[src/rtl/qos_rd_scheduler.sv]
// qos_rd_scheduler
//   Drains four upstream virtual-channel FIFOs into one downstream FIFO.
//   Urgent VCs (upstream almost_full) are served before normal VCs, with
//   round-robin inside whichever class is chosen. A popped word comes back on
//   vc_data one cycle after the pop, is captured, and is forwarded with its VC
//   tag two cycles after the pop. A two-entry skid buffer absorbs words that
//   land while the downstream FIFO reports full.
//
// Ports
//   clk             clock, all state on posedge
//   reset           asynchronous, active-low (0 = in reset)
//   vc_empty        per-VC empty flag
//   vc_almost_full  per-VC almost_full flag; marks the VC urgent
//   vc_data         VCi word on [i*DATA_W +: DATA_W], valid the cycle after pop
//   ds_almost_full  downstream almost_full
//   ds_full         downstream full
//   pop             one-hot fifo_rd to the upstream VC FIFOs
//   data_out        forwarded word
//   vc_id_out       source VC of data_out
//   valid_out       downstream fifo_wr
//   sched_state     FSM state (IDLE=00, ACTIVE=01, PAUSE=10)
module qos_rd_scheduler #(
  parameter int DATA_W = 6,
  parameter int NUM_VC = 4
) (
  input  logic                     clk,
  input  logic                     reset,
  input  logic [NUM_VC-1:0]        vc_empty,
  input  logic [NUM_VC-1:0]        vc_almost_full,
  input  logic [NUM_VC*DATA_W-1:0] vc_data,
  input  logic                     ds_almost_full,
  input  logic                     ds_full,
  output logic [NUM_VC-1:0]        pop,
  output logic [DATA_W-1:0]        data_out,
  output logic [1:0]               vc_id_out,
  output logic                     valid_out,
  output logic [1:0]               sched_state
);

  typedef enum logic [1:0] {
    IDLE   = 2'b00,
    ACTIVE = 2'b01,
    PAUSE  = 2'b10
  } state_t;

  state_t              state;
  logic [1:0]          rr_ptr;

  logic [NUM_VC-1:0]   eligible;
  logic [NUM_VC-1:0]   urgent;
  logic [NUM_VC-1:0]   cand;
  logic [1:0]          scan_idx;
  logic [1:0]          grant_idx;
  logic                grant_vld;
  logic                pop_ok;

  logic                vld_p0;
  logic [1:0]          vc_p0;
  logic                vld_p1;
  logic [1:0]          vc_p1;
  logic [DATA_W-1:0]   data_p1;
  logic [DATA_W+1:0]   word_p1;

  logic [1:0]          skid_cnt;
  logic [DATA_W+1:0]   skid_0;
  logic [DATA_W+1:0]   skid_1;
  logic                skid_push;
  logic                skid_pop;

  // Grant: urgent class wins outright, round-robin from rr_ptr within a class.
  always_comb begin
    eligible  = ~vc_empty;
    urgent    = eligible & vc_almost_full;
    cand      = (|urgent) ? urgent : eligible;
    grant_vld = 1'b0;
    grant_idx = rr_ptr;
    scan_idx  = rr_ptr;
    for (int k = 0; k < NUM_VC; k++) begin
      scan_idx = rr_ptr + 2'(k);
      if (!grant_vld && cand[scan_idx]) begin
        grant_vld = 1'b1;
        grant_idx = scan_idx;
      end
    end
  end

  // IDLE may pop in the very cycle data appears. Pops also wait for the skid
  // buffer to drain, which bounds held plus in-flight words to two.
  always_comb begin
    pop_ok = reset & ~ds_almost_full & ~ds_full & (skid_cnt == 2'd0) &
             ((state == ACTIVE) | ((state == IDLE) & (|eligible)));
    pop = '0;
    if (pop_ok && grant_vld) pop[grant_idx] = 1'b1;
  end

  assign skid_pop  = ~ds_full & (skid_cnt != 2'd0);
  assign skid_push = vld_p1 & (ds_full | (skid_cnt != 2'd0));
  assign word_p1   = {vc_p1, data_p1};

  always_ff @(posedge clk or negedge reset) begin
    if (!reset) begin
      state    <= IDLE;
      rr_ptr   <= 2'd0;
      vld_p0   <= 1'b0;
      vc_p0    <= 2'd0;
      vld_p1   <= 1'b0;
      vc_p1    <= 2'd0;
      data_p1  <= '0;
      skid_cnt <= 2'd0;
    end else begin
      unique case (state)
        IDLE: begin
          if (ds_almost_full)  state <= PAUSE;
          else if (|eligible)  state <= ACTIVE;
        end
        ACTIVE: begin
          if (ds_almost_full || ds_full) state <= PAUSE;
          else if (!(|eligible))         state <= IDLE;
        end
        PAUSE: begin
          if (!ds_almost_full && !ds_full) state <= (|eligible) ? ACTIVE : IDLE;
        end
        default: state <= IDLE;
      endcase

      if (|pop) rr_ptr <= grant_idx + 2'd1;

      // ---- stage p0: pop issued, upstream word returns next cycle ----
      vld_p0 <= |pop;
      vc_p0  <= grant_idx;

      // ---- stage p1: capture the returned word with its VC tag ----
      vld_p1 <= vld_p0;
      if (vld_p0) begin
        vc_p1   <= vc_p0;
        data_p1 <= vc_data[int'(vc_p0)*DATA_W +: DATA_W];
      end

      unique case ({skid_push, skid_pop})
        2'b10:   skid_cnt <= skid_cnt + 2'd1;
        2'b01:   skid_cnt <= skid_cnt - 2'd1;
        default: skid_cnt <= skid_cnt;
      endcase
    end
  end

  // ---- stage p2: skid buffer, oldest held word always emits first ----
  always_ff @(posedge clk) begin
    if (skid_pop) begin
      if (skid_push) begin
        if (skid_cnt == 2'd2) begin
          skid_0 <= skid_1;
          skid_1 <= word_p1;
        end else begin
          skid_0 <= word_p1;
        end
      end else begin
        skid_0 <= skid_1;
      end
    end else if (skid_push) begin
      if (skid_cnt == 2'd0) skid_0 <= word_p1;
      else                  skid_1 <= word_p1;
    end
  end

  always_comb begin
    if (skid_cnt != 2'd0) {vc_id_out, data_out} = skid_0;
    else                  {vc_id_out, data_out} = word_p1;
    valid_out = ~ds_full & ((skid_cnt != 2'd0) | vld_p1);
  end

  assign sched_state = state;

endmodule

[config.mk]
export PLATFORM = sky130hd
export DESIGN_NAME = qos_rd_scheduler
export DESIGN_NICKNAME = d
export VERILOG_FILES = /design/src/rtl/qos_rd_scheduler.sv
export SDC_FILE = /design/constraint.sdc
export NUM_CORES = 1
export LEC_CHECK = 0
export CORE_MARGIN = 2
export CORE_UTILIZATION = 52
export CTS_CLUSTER_SIZE = 16
export DETAILED_ROUTE_END_ITERATION = 6
export HOLD_SLACK_MARGIN = 0.05
export PLACE_DENSITY = 0.88
export SYNTH_ARGS = -nofsm -noshare
export SYNTH_HDL_FRONTEND = slang
export SYNTH_SLANG_ARGS = --single-unit
[constraint.sdc]
create_clock -name clk -period 5.4 [get_ports clk]
set_clock_uncertainty 0.05 [all_clocks]
set_input_delay 0.54 -clock clk [delete_from_list [all_inputs] [get_ports clk]]
set_output_delay 0.54 -clock clk [all_outputs]
set_load 0.05 [all_outputs]
==> results of run 1 <==
[Yosys cell counts (3+ instances only)]
library cell | number | area share [%]
nand3_1 | 3 | 0.77
edfxtp_1 | 16 | 25
dfrtp_1 | 18 | 23
mux2_2 | 24 | 14
clkbuf_1 | 7 | 1.3
nor2_1 | 9 | 1.7
mux4_2 | 6 | 6.9
xnor2_1 | 3 | 1.3
a21oi_1 | 14 | 3.6
nand2_1 | 4 | 0.77
inv_1 | 4 | 0.77
o22ai_1 | 3 | 0.96
nand2b_1 | 4 | 1.3
o21ai_0 | 3 | 0.77
nor2b_1 | 5 | 1.6
[how the worst max path moves through the flow]
stage | from | to | slack [ps] | depth (start not counted)
finish | vc_empty[0] | pop[0] | 1430 | 8
global route | vc_empty[0] | pop[3] | 1250 | 8
CTS | vc_empty[0] | pop[0] | 1450 | 8
detailed placement | vc_empty[0] | pop[0] | 1470 | 8
global placement | vc_empty[0] | pop[3] | 1600 | 8
floorplan | vc_empty[2] | pop[2] | 2320 | 7
[per-layer routing]
| layer | up-vias | GRT usage (%) |
|---|---|---|
| li1 | 684 | - |
| met1 | 756 | 28.2 |
| met2 | 60 | 41.2 |
| met3 | 11 | 5.99 |
| met4 | 0 | 8.59 |
| met5 | - | 0 |
[logic make-up (layout without fill, tap and decap cells)]
family,count (synthesis),after routing,share of synthesized area [%]
multiplexers,32,32,21.8
adder cells (fa/ha/maj),1,1,0.640
XOR/XNOR,4,4,1.79
AND/OR/NAND/NOR,35,35,10.5
AO/OA/AOI/OAI,36,36,14.1
buffers and inverters,15,64,3.46
flip-flops,34,34,47.6
[layout by cell type, fill, tap and decap left out, types with 3 or more instances in the layout]
cell and instances:
clkdlybuf4s50_1 50, mux2_2 24, dfrtp_1 18, edfxtp_1 16
a21oi_1 14, nor2_1 9, mux4_2 6, nor2b_1 5
clkbuf_8 5, nand2b_1 4, inv_1 4, nand2_1 4
o22ai_1 3, nand3_1 3, o21ai_0 3, xnor2_1 3
[through the flow]
| step | total power [W] | setup WS, ps |
|---|---|---|
| 6_report | 0.00127 | 1430 |
| 5_1_grt | 0.00133 | 1250 |
| 4_1_cts | 0.00128 | 1450 |
| 3_5_place_dp | 0.000991 | 1470 |
| 3_3_place_gp | 0.000966 | 1600 |
| 2_1_floorplan | 0.000829 | 2320 |
[sequential cells by signal (all words and copies together), names as in the netlist]
name         flops
rr_ptr           2
data_p1          6
skid_cnt         2
vc_p1            2
skid_0           8
sched_state      2
vld_p1           1
vc_p0            2
skid_1           8
vld_p0           1
[cell type report]
cell class,count,area [um^2]
Clock buffer,5,68.8
Clock inverter,3,63.8
Fill cell,255,1030
Inverter,5,18.8
Multi-Input combinational cell,108,956
Sequential cell,34,931
Tap cell,48,60.1
Timing Repair Buffer,51,508
[worst register-to-register path, cell delays in order (launching register included)]
cell and delay, ps:
dfrtp_1 470, nor2_1 740, nor2_1 160, nand2_1 360, mux2_2 390
[power by group through the flow]
stage | combinational [W] | clock, W | sequential, W
after floorplan | 0.000432 | 0 | 0.000397
after global placement | 0.000526 | 0 | 0.000440
after detailed placement | 0.000542 | 0 | 0.000448
after CTS | 0.000550 | 0.000281 | 0.000445
after global routing | 0.000580 | 0.000292 | 0.000456
final | 0.000547 | 0.000279 | 0.000445
==> summary.txt, run 1 <==
Flow run
  • Max_cap viols: 0

Worst hold path
  • Worst Hold Path EP: skid_1[4]
  • Class of the worst hold path: register to register
  • Hold Crit Start: data_p1[4]
  • Hold Path Cell Cnt: 0

Routing
  • Routed wire length: 4.60 mm
  • Post-route antenna net violation count: 0
  • Vias/cell: about 6
  • Top sig layer: met4
  • DRT met1 WL: between 1.5 and 2 mm
  • Starting DRT DRC Count: 91
  • DR vias: 1,511
  • Drt pass-1 iters: 4
  • DRC viols: 0
  • Wire per inst: 18.1 um
  • Wire length on met2: roughly 2.4 mm
  • Met3 wire len: ~260 um

Global route
  • Largest net degree at the start of global routing: 20
  • Initial antenna violation count: 0
  • Gr usage total: 23.6%
  • Aggregate global routing overflow: 0
  • Global-route wire length before repair: ~7.4 mm
  • Vias in the first global route: between 1,500 and 2,000

Synth
  • Ys async rst share: a little over half
  • Post-Syn Nets: 194
  • #FFs+latches synth: 34
  • Syn Area/Cell: between 10 and 15 um^2
  • Unique masters post-synth: 45
  • Mapped Cells: ~160
  • Synth warn: 0
  • Main synth FF type: dfrtp_1
  • Synthesized area: slightly below 2000 um^2
  • Post-synth EDFFs: 16
  • Sequential area share after synthesis: around 48%

Floorplanning
  • I/O pins: a little over 50
  • Die footprint: roughly 4300 um^2
  • Die H: between 60 and 70 um
  • Initial Utilization: between 50% and 60%
  • Row count: 22
  • Core area: 3630 um^2
  • Die extent in x: 65.3 um

Worst setup path
  • CP required: between 4000 and 5000 ps
  • Worst Reg-to-Reg Cells: 4
  • CP most frequent cell: clkdlybuf4s50_1
  • Worst EP arrival: between 3000 and 4000 ps
  • Reg2reg start: skid_cnt[0]
  • Worst-path cell chain: clkdlybuf4s50_1, nand2b_1, a31oi_1, or2_1, a211o_1, o21ai_2, nor3b_2, clkdlybuf4s50_1
  • CP Class: primary input to primary output
  • Startpoint types: primary input
  • WP buf/inv: 2
  • Largest fanout on the critical path: 8
  • R2R Setup Slk: 2990 ps
  • CP Capture Type: primary output
  • Worst reg2reg endpoint: skid_0[7]
  • Crit-path slowest cell: clkdlybuf4s50_1
  • Max incr delay on CP: between 800 and 900 ps
  • Critical path's top delay family: buffers and inverters

Timing
  • Hold Slack: 455 ps
  • TNS Setup: 0 ps
  • Slew margin rel.: between 20% and 30%
  • Tcrit/Tclk final: between 70% and 80%
  • Slew Viols, Final: 0
  • RSZ-0062 raised after global routing: false
  • # setup viols final: 0
  • Worst slew pin tran: 1160 ps
  • Max Fclk: 252 MHz
  • Hold Vio Cnt, Final: 0
  • Fin crit period: 3970 ps

Clock network
  • Clock Path Buffers: 2
  • Clk sinks: 34
  • # Post-CTS Setup Buffers: 0
  • Root Driver: clkbuf_8
  • Resized cells post-CTS: 0
  • Clock-pin slew on the worst setup and hold paths: 70 ps
  • Clock Latency Late Sink: a little under 300 ps
  • Hold buffers post-CTS: 0
  • CTS tree: yes
  • Inserted Clock Buffers: 5
  • CTS H-Tree Depth: 2

Pwr
  • Logic pwr share: 43.0%
  • Switching share of power: between 30 and 40%
  • Max VDD drop: about 0.34 mV
  • Leakage: 1.01 nW
  • Int Power: approximately 0.00080 W
  • Sequential power share: around a third
  • P_sw: roughly 0.00047 W
  • Clock Power Share: roughly 22%
  • Pwr/cell area: slightly below 500 nW/um^2

Place
  • Port Buffers: 50
  • Post-Place Cell Area: 2470 um^2
  • Routability congestion estimate: about 0.95
  • Post-DP HPWL: between 3 and 4 mm
  • Placed insts: 246

Finish
  • Non-Filler Instances: around 250
  • Area Overhead vs Synth: 33.4%
  • Nets: 242
  • Fin area: around 2600 um^2
  • Final core occ: between 70 and 80%
  • Fraction of layout cells with a size suffix above 1: a little under a quarter
  • Antenna Cells: 0

Outcome
  • Outcome: finished clean
No activity file was read; power rests on OpenSTA's default activity.
==> run 2: changes to the inputs <==
CORE_UTILIZATION = 44   (was 52)
PLACE_DENSITY = 0.79   (was 0.88)
clock period = 3.5 ns   (was 5.4 ns; I/O delays follow)
==> run 2 against run 1 <==
Effect of this change: critical path depth unchanged; sequential share of layout area unchanged; via count down 5.5%; die area up 17%; combinational power up 54%; largest cell class unchanged; global-route usage down 5.5 points; register-to-register slack worse by 1900 ps; worst setup slack worse by 960 ps; routed wire length down 10%; utilization down 11 points; power up 42%; critical endpoint is now pop[3]; highest routed layer unchanged.
==> summary.txt, run 2 (synthesis results as in run 1) <==
Finish
  • Most common cell after layout, fill and taps aside: clkdlybuf4s50_1
  • Antenna Cells: 0
  • Final core occ: between 60% and 70%
  • Multi-input logic area: around 960 um^2
  • Nets: ~240
  • Reg area: 931 um^2
  • Fraction of layout cells with a size suffix above 1: about a quarter
  • Biggest regs: skid_0: 8 flops, skid_1: 8 flops, data_p1: 6 flops
  • Filler Cell Count: about 380
  • Most frequent cells in the layout: clkdlybuf4s50_1, mux2_2, dfrtp_1
  • Area Overhead vs Synth: 33.4%
  • Non-Filler Instances: 260

Worst setup path
  • Max incr delay on CP: slightly below 600 ps
  • CP Class: primary input to primary output
  • Largest fanout on the critical path: 8
  • Crit-path slowest cell: clkdlybuf4s50_1
  • Worst-path cell chain: clkdlybuf4s50_1, nand2b_1, a31oi_1, or2_1, a22o_1, nor3_2, nor2b_1, buf_12
  • Startpoint types: primary input
  • CP Capture Type: primary output
  • Worst EP arrival: 2620 ps
  • CP required: 3100 ps

Global route
  • Global-route wire length before repair: roughly 7 mm
  • Largest net degree at the start of global routing: 19
  • Initial antenna violation count: 0
  • Gr usage total: 18.2%
  • Vias in the first global route: around 1,500
  • Aggregate global routing overflow: 0

Pwr
  • Max VDD drop: about 0.29 mV
  • Leakage: between 1 and 1.5 nW
  • Pwr/cell area: 691 nW/um^2

Timing
  • TNS Setup: 0 ps
  • # setup viols final: 0
  • Hold Vio Cnt, Final: 0
  • RSZ-0062 raised after global routing: false
  • Tcrit/Tclk final: approximately 86%
  • Slew Viols, Final: 0
  • Fin crit period: between 3000 and 4000 ps
  • Max Fclk: around 330 MHz
  • Worst slew pin tran: between 800 and 900 ps
  • Hold Slack: between 400 and 500 ps
  • Slew margin rel.: 45.7%

Clock network
  • Clock-pin slew on the worst setup and hold paths: 70 ps
  • CTS H-Tree Depth: 2
  • Root Driver: clkbuf_8
  • Resized cells post-CTS: 0
  • Clock Latency Late Sink: ~290 ps
  • Inserted Clock Buffers: 5
  • Clock Path Buffers: 2
  • Hold buffers post-CTS: 0
  • # Post-CTS Setup Buffers: 0
  • Clk sinks: 34
  • CTS tree: yes

Routing
  • Starting DRT DRC Count: 93
  • Post-route antenna net violation count: 0
  • Drt pass-1 iters: 4
  • DR vias: between 1,000 and 1,500
  • Wire per inst: 15.9 um
  • DRC viols: 0
  • Vias/cell: 5.49
  • Routed wire length: between 4 and 5 mm

Worst hold path
  • Class of the worst hold path: primary input to async pin

Place
  • Port Buffers: 50
  • Routability congestion estimate: just under 0.9
  • Placed insts: between 200 and 300
  • Post-DP HPWL: ~3.2 mm

Floorplanning
  • Core area: 4320 um^2
  • Row count: 24
  • Die extent in x: around 71 um
  • I/O pins: 51
  • Die footprint: approximately 5000 um^2
  • Die H: just over 70 um
  • Initial Utilization: about 45%

Flow run
  • Max_cap viols: 0

Outcome
  • Outcome: finished clean
[run 2: cell types whose count changed in the layout (fill, tap and decap cells not counted), sizes merged]
cell	before	now
buf	1	7
bufinv	2	0
clkdlybuf4s50	50	46
clkinv	1	2
clkinvlp	0	1
[run 2: final cells by class]
cell class / instances / share of cell area (%)
well taps: 52 / 2.50
clock buffers: 5 / 2.64
clock inverters: 3 / 0.624
flip-flops and latches: 34 / 35.7
inverters: 5 / 0.720
repair buffers: 53 / 21.1
multi-input cells: 108 / 36.7
[run 2: path summary, 6_finish.rpt]
kind                       depth (start not counted)   startpoint  slack [ps]        endpoint
max in group asynchronous                          2        reset        2790       rr_ptr[1]
min reg2reg                                        0     vc_p1[1]         460       skid_1[7]
min                                                2        reset         410  sched_state[1]
max reg2reg                                        5  skid_cnt[0]        1110       skid_0[2]
max                                                8  vc_empty[0]         480          pop[3]
min in group clk                                   0     vc_p1[1]         460       skid_1[7]
[run 2: stage by stage]
step,setup WS (ps),total power [W],cell area [um^2]
after floorplan,800,0.00128,1950
after global placement,517,0.00152,2520
after detailed placement,478,0.00154,2520
after CTS,478,0.00182,2610
after global routing,325,0.00191,2610
final,477,0.00180,2610
[run 2: routing by layer]
layer  global-route usage (%)  wire, um  vias to the layer above
li1                         -         -                      694
met1                     23.6      1720                      688
met2                     29.1      2110                       40
met3                     4.84       227                        6
met4                     7.55        85                        0
met5                        0         0                        -
[run 2: report_power, final]
part | total, W | switching, W | internal [W] | leakage (nW)
sequential | 0.000681 | 0.000128 | 0.000553 | 0.377
clock | 0.000279 | 0.000143 | 0.000136 | 0.0416
combinational | 0.000841 | 0.000438 | 0.000404 | 0.595
total | 0.00180 | 0.000709 | 0.00109 | 1.01
[run 2: worst max-delay path, delay by kind of cell]
| kind | cells | cell delay [ps] |
|---|---|---|
| simple gates | 4 | 1140 |
| compound gates | 2 | 380 |
| buf+inv | 2 | 760 |
==> run 3: changes to the inputs <==
CAP_MARGIN = 20   (was not set)
==> results of run 3 <==
The final DEF is identical to that of run 2; final timing and power are the same.
==> RTL edit 1 (config.mk and constraints of run 2) <==
`DATA_W`: 6 -> 12.
--- a/src/rtl/qos_rd_scheduler.sv
+++ b/src/rtl/qos_rd_scheduler.sv
@@ -22,3 +22,3 @@
 module qos_rd_scheduler #(
-  parameter int DATA_W = 6,
+  parameter int DATA_W = 12,
   parameter int NUM_VC = 4
Interface: changed (resized data_out and vc_data); port bits go from 51 to 81. The function was not compared with the original's and may differ.
==> RTL edit 1 against run 2 <==
- via count up 36%
- count of clock-buffer cells in the layout up 3
- sequential share of layout area up 2.7 points
- total power up 44%
- sequential cell count up 18
- synthesized cell count up 20%
- cell area up 44%
- area after synthesis up 41%
- worst setup slack better by 0.0039 ns
- wire length up 37%
- critical path type unchanged
- critical endpoint is now pop[1]
==> RTL edit 1: results (changes against run 2) <==
placed cell areas -> 0.003662 mm² (was 0.002521 mm²)
DR vias -> 1939 (was 1428)
clock buffers -> 8 (was 5)
Non-CTS inverters -> 3 (was 5)
#FFs+latches synth -> 52 (was 34)
Int Pwr -> 1.590 mW (was 1.092 mW)
final WL -> 5668 µm (was 4140 µm)
Static Leakage -> 1.406 nW (was 1.014 nW)
nets -> 331 (was 244)
first-pass GRT wire length -> 9618 µm (was 6989 µm)
Max Freq -> 331.2 MHz (was 330.8 MHz)
Non-Clock Buffer Area Fraction -> 0.2321 (was 0.2112)
clock group total power -> 337 µW (was 279 µW)
RD Place Congestion -> 0.8566 (was 0.8905)
share of flip-flops with an asynchronous set or reset -> 0.4615 (was 0.5294)
#MultiIn Comb -> 124 (was 108)
r2r setup slk -> 1.07 ns (was 1.11 ns)
Post-Syn Nets -> 250 (was 194)
Comb power frac -> 0.480 (was 0.467)
Peak VDD IR -> 0.0004128 V (was 0.0002852 V)
Most used DFF post-synth -> edfxtp_1 (was dfrtp_1)
register area -> 0.001441 mm² (was 930.9 µm²)
Repair and plain buffers -> 84 (was 53)
worst hold slack -> 0.4476 ns (was 0.4149 ns)
crit path from -> vc_empty[3] (was vc_empty[0])
multi-input combinational cell area -> 0.001245 mm² (was 955.9 µm²)
Fillers -> 470 (was 382)
largest cells by area after synthesis -> edfxtp_1 (31%), dfrtp_1 (22%), mux2_2 (17%) (was edfxtp_1 (25%), dfrtp_1 (23%), mux2_2 (14%))
Critical Path Max Stage Delay -> 0.56 ns (was 0.59 ns)
number of global-route vias before repair -> 1982 (was 1466)
Netlist cell types -> 49 (was 45)
Clk pin slew, worst setup/hold paths -> 0.09 ns (was 0.07 ns)
Synth top cells by count -> mux2_2 (42), edfxtp_1 (28), dfrtp_1 (24) (was mux2_2 (24), dfrtp_1 (18), edfxtp_1 (16))
outcome -> finished clean (unchanged)
Max-slew headroom -> 0.4687 (was 0.4573)
Tot GR Track Use -> 0.1743 (was 0.1817)
number of flops mapped to enable cells by yosys -> 28 (was 16)
biggest regs -> skid_0 x14, skid_1 x14, data_p1 x12 (was skid_0 x8, skid_1 x8, data_p1 x6)
largest net degree at the start of global routing -> 25 (was 19)
Seq/Total Area, Yosys -> 0.5241 (was 0.4763)
count of input and output buffers -> 80 (was 50)
[RTL edit 1: changes by cell type after synthesis, sizes merged, moves of 3 or more]
cell,before,now
edfxtp,16,28
nor3,3,6
dfrtp,18,24
a21oi,14,7
mux2,25,42
nor2b,5,2
buf,3,6
clkbuf,7,4
a31oi,1,6
mux4,6,12
[RTL edit 1: metal layers]
metal  track usage  wire [µm]  up-vias
met5             0          0        -
met4       0.05216         80        0
met3       0.02982        190        8
met2        0.3043       3015       49
met1        0.2222       2381      985
li1              -          -      897
[RTL edit 1: cell families after synthesis]
group / synth area share
multiplexers: 0.2739
flip-flops: 0.5241
AND/OR/NAND/NOR: 0.08280
AO/OA/AOI/OAI: 0.07826
buffers and inverters: 0.02320
XOR/XNOR: 0.009556
adder cells (fa/ha/maj): 0.008189
[RTL edit 1: per-stage QoR]
step	cells	total power [mW]	util
final	346	2.591	0.6264
after global routing	346	2.728	0.6264
after CTS	346	2.617	0.6264
after detailed placement	338	2.279	0.6113
after global placement	338	2.245	0.6113
after floorplan	189	1.871	-
==> RTL edit 2 (config.mk and constraints of run 2) <==
Made on the original files. Reset style: synchronous (`reset`), changed in one clocked block. Comments in the files are not updated.
--- a/src/rtl/qos_rd_scheduler.sv
+++ b/src/rtl/qos_rd_scheduler.sv
@@ -99,3 +99,3 @@
 
-  always_ff @(posedge clk or negedge reset) begin
+  always_ff @(posedge clk) begin
     if (!reset) begin
Behaviour: differs if reset is asserted again (counterexample within 4 cycles, from zero or initial values and one cycle with reset low); with reset held inactive, the same outputs for 10 cycles.
==> RTL edit 2 against run 2 <==
- wire length grew 4.9%
- utilization grew 3.4 points
- sequential cell count is the same
- worst setup slack lost 0.048 ns
- critical path depth is the same
- cell area shrank 0.24%
- critical endpoint is now pop[1]
- area after synthesis shrank 2.9%
- sequential share of layout area shrank 3.4 points
- first-iteration DRC count shrank 48%
- largest cell class unchanged
- die area shrank 2.7%
Power is not compared: it rests on default switching activity, and its combinational part moved more than twofold at a synthesized area within 25%.
==> RTL edit 2: results (changes against run 2) <==
Synth top cells by count -> dfxtp_1 (18), edfxtp_1 (16), mux2_2 (16) (was mux2_2 (24), dfrtp_1 (18), edfxtp_1 (16))
first-pass GRT wire length -> 7265 µm (was 6989 µm)
utilization after layout -> 0.6363 (was 0.6027)
largest cells by area after synthesis -> edfxtp_1 (25%), dfxtp_1 (19%), mux2_2 (9.5%) (was edfxtp_1 (25%), dfrtp_1 (23%), mux2_2 (14%))
delay-heaviest family, CP -> compound AO/OA/AOI/OAI gates (was simple AND/OR/NAND/NOR gates)
Tot GR Track Use -> 0.1883 (was 0.1817)
final WL -> 4342 µm (was 4140 µm)
Fillers -> 340 (was 382)
grt met2 use -> 0.3291 (was 0.2914)
Non-CTS inverters -> 7 (was 5)
Avg WL per Cell -> 15.56 µm (was 15.92 µm)
met1 usage -> 0.2219 (was 0.2355)
Non-Clock Buffer Area Fraction -> 0.2146 (was 0.2112)
share of flip-flops with an asynchronous set or reset -> 0 (was 0.5294)
share of post-route cells with drive strength above 1 -> 0.1921 (was 0.2644)
Max-slew headroom -> 0.5260 (was 0.4573)
multi-input combinational cell area -> 974.7 µm² (was 955.9 µm²)
worst hold slack -> 0.4491 ns (was 0.4149 ns)
Seq/Total Area, Yosys -> 0.4430 (was 0.4763)
RD Place Congestion -> 0.8512 (was 0.8905)
#MultiIn Comb -> 126 (was 108)
Repair and plain buffers -> 54 (was 53)
Synth Instances -> 176 (was 157)
outcome -> finished clean (unchanged)
pre-CTS setup slack -> 0.4604 ns (was 0.4777 ns)
Vias/cell -> 5.530 (was 5.492)
worst-case reg-to-reg path depth -> 6 (was 5)
Most used DFF post-synth -> dfxtp_1 (was dfrtp_1)
clk cell area share -> 0.05294 (was 0.03265)
-- RTL edit 2: cell count changes after synthesis, sizes merged, moves of 3 or more --
cell   before  now
mux2       25   16
mux4        6    2
dfrtp      18    0
nor2        9    6
o21ai       5    8
a21oi      14    9
mux2i       1   13
dfxtp       0   18
a31oi       1    4
nand2       4   13
-- RTL edit 2: worst paths after layout --
kind	startpoint	end	slack [ns]
hold / removal	vc_p1[0]$_SDFFE_PN0P_	skid_1[6]$_DFFE_PP_	0.45
setup reg to reg	skid_cnt[0]$_SDFFE_PN0P_	skid_cnt[1]$_SDFFE_PN0P_	1.64
setup / recovery	vc_empty[2]	pop[1]	0.43
hold reg to reg	vc_p1[0]$_SDFFE_PN0P_	skid_1[6]$_DFFE_PP_	0.45
-- RTL edit 2: report_power, final --
| part | leakage, nW | switching [mW] | internal [mW] |
|---|---|---|---|
| logic | 0.578 | 0.100 | 0.105 |
| registers | 0.294 | 0.0181 | 0.428 |
| clock network | 0.0683 | 0.146 | 0.285 |
-- RTL edit 2: metal layers --
metal	share of wire	vias up
li1	-	762
met1	0.44	731
met2	0.50	42
met3	0.039	8
met4	0.018	0
met5	0	-
-- RTL edit 2: cell families (layout without fill, tap and decap cells) --
family / count (synthesis) / in the layout / share of synthesized area
AO/OA/AOI/OAI: 39 / 39 / 0.1463
XOR/XNOR: 2 / 2 / 0.009230
adder cells (fa/ha/maj): 2 / 2 / 0.01186
buffers and inverters: 16 / 69 / 0.04350
flip-flops: 34 / 34 / 0.4430
multiplexers: 31 / 31 / 0.1872
AND/OR/NAND/NOR: 52 / 52 / 0.1589
-- RTL edit 2: worst reg2reg max path: stages, from the launching register on --
cell	delay, ns
dfxtp_1	0.50
nor2_1	0.09
buf_4	0.19
nor2_1	0.13
ha_1	0.28
or3_1	0.37
a21boi_0	0.18
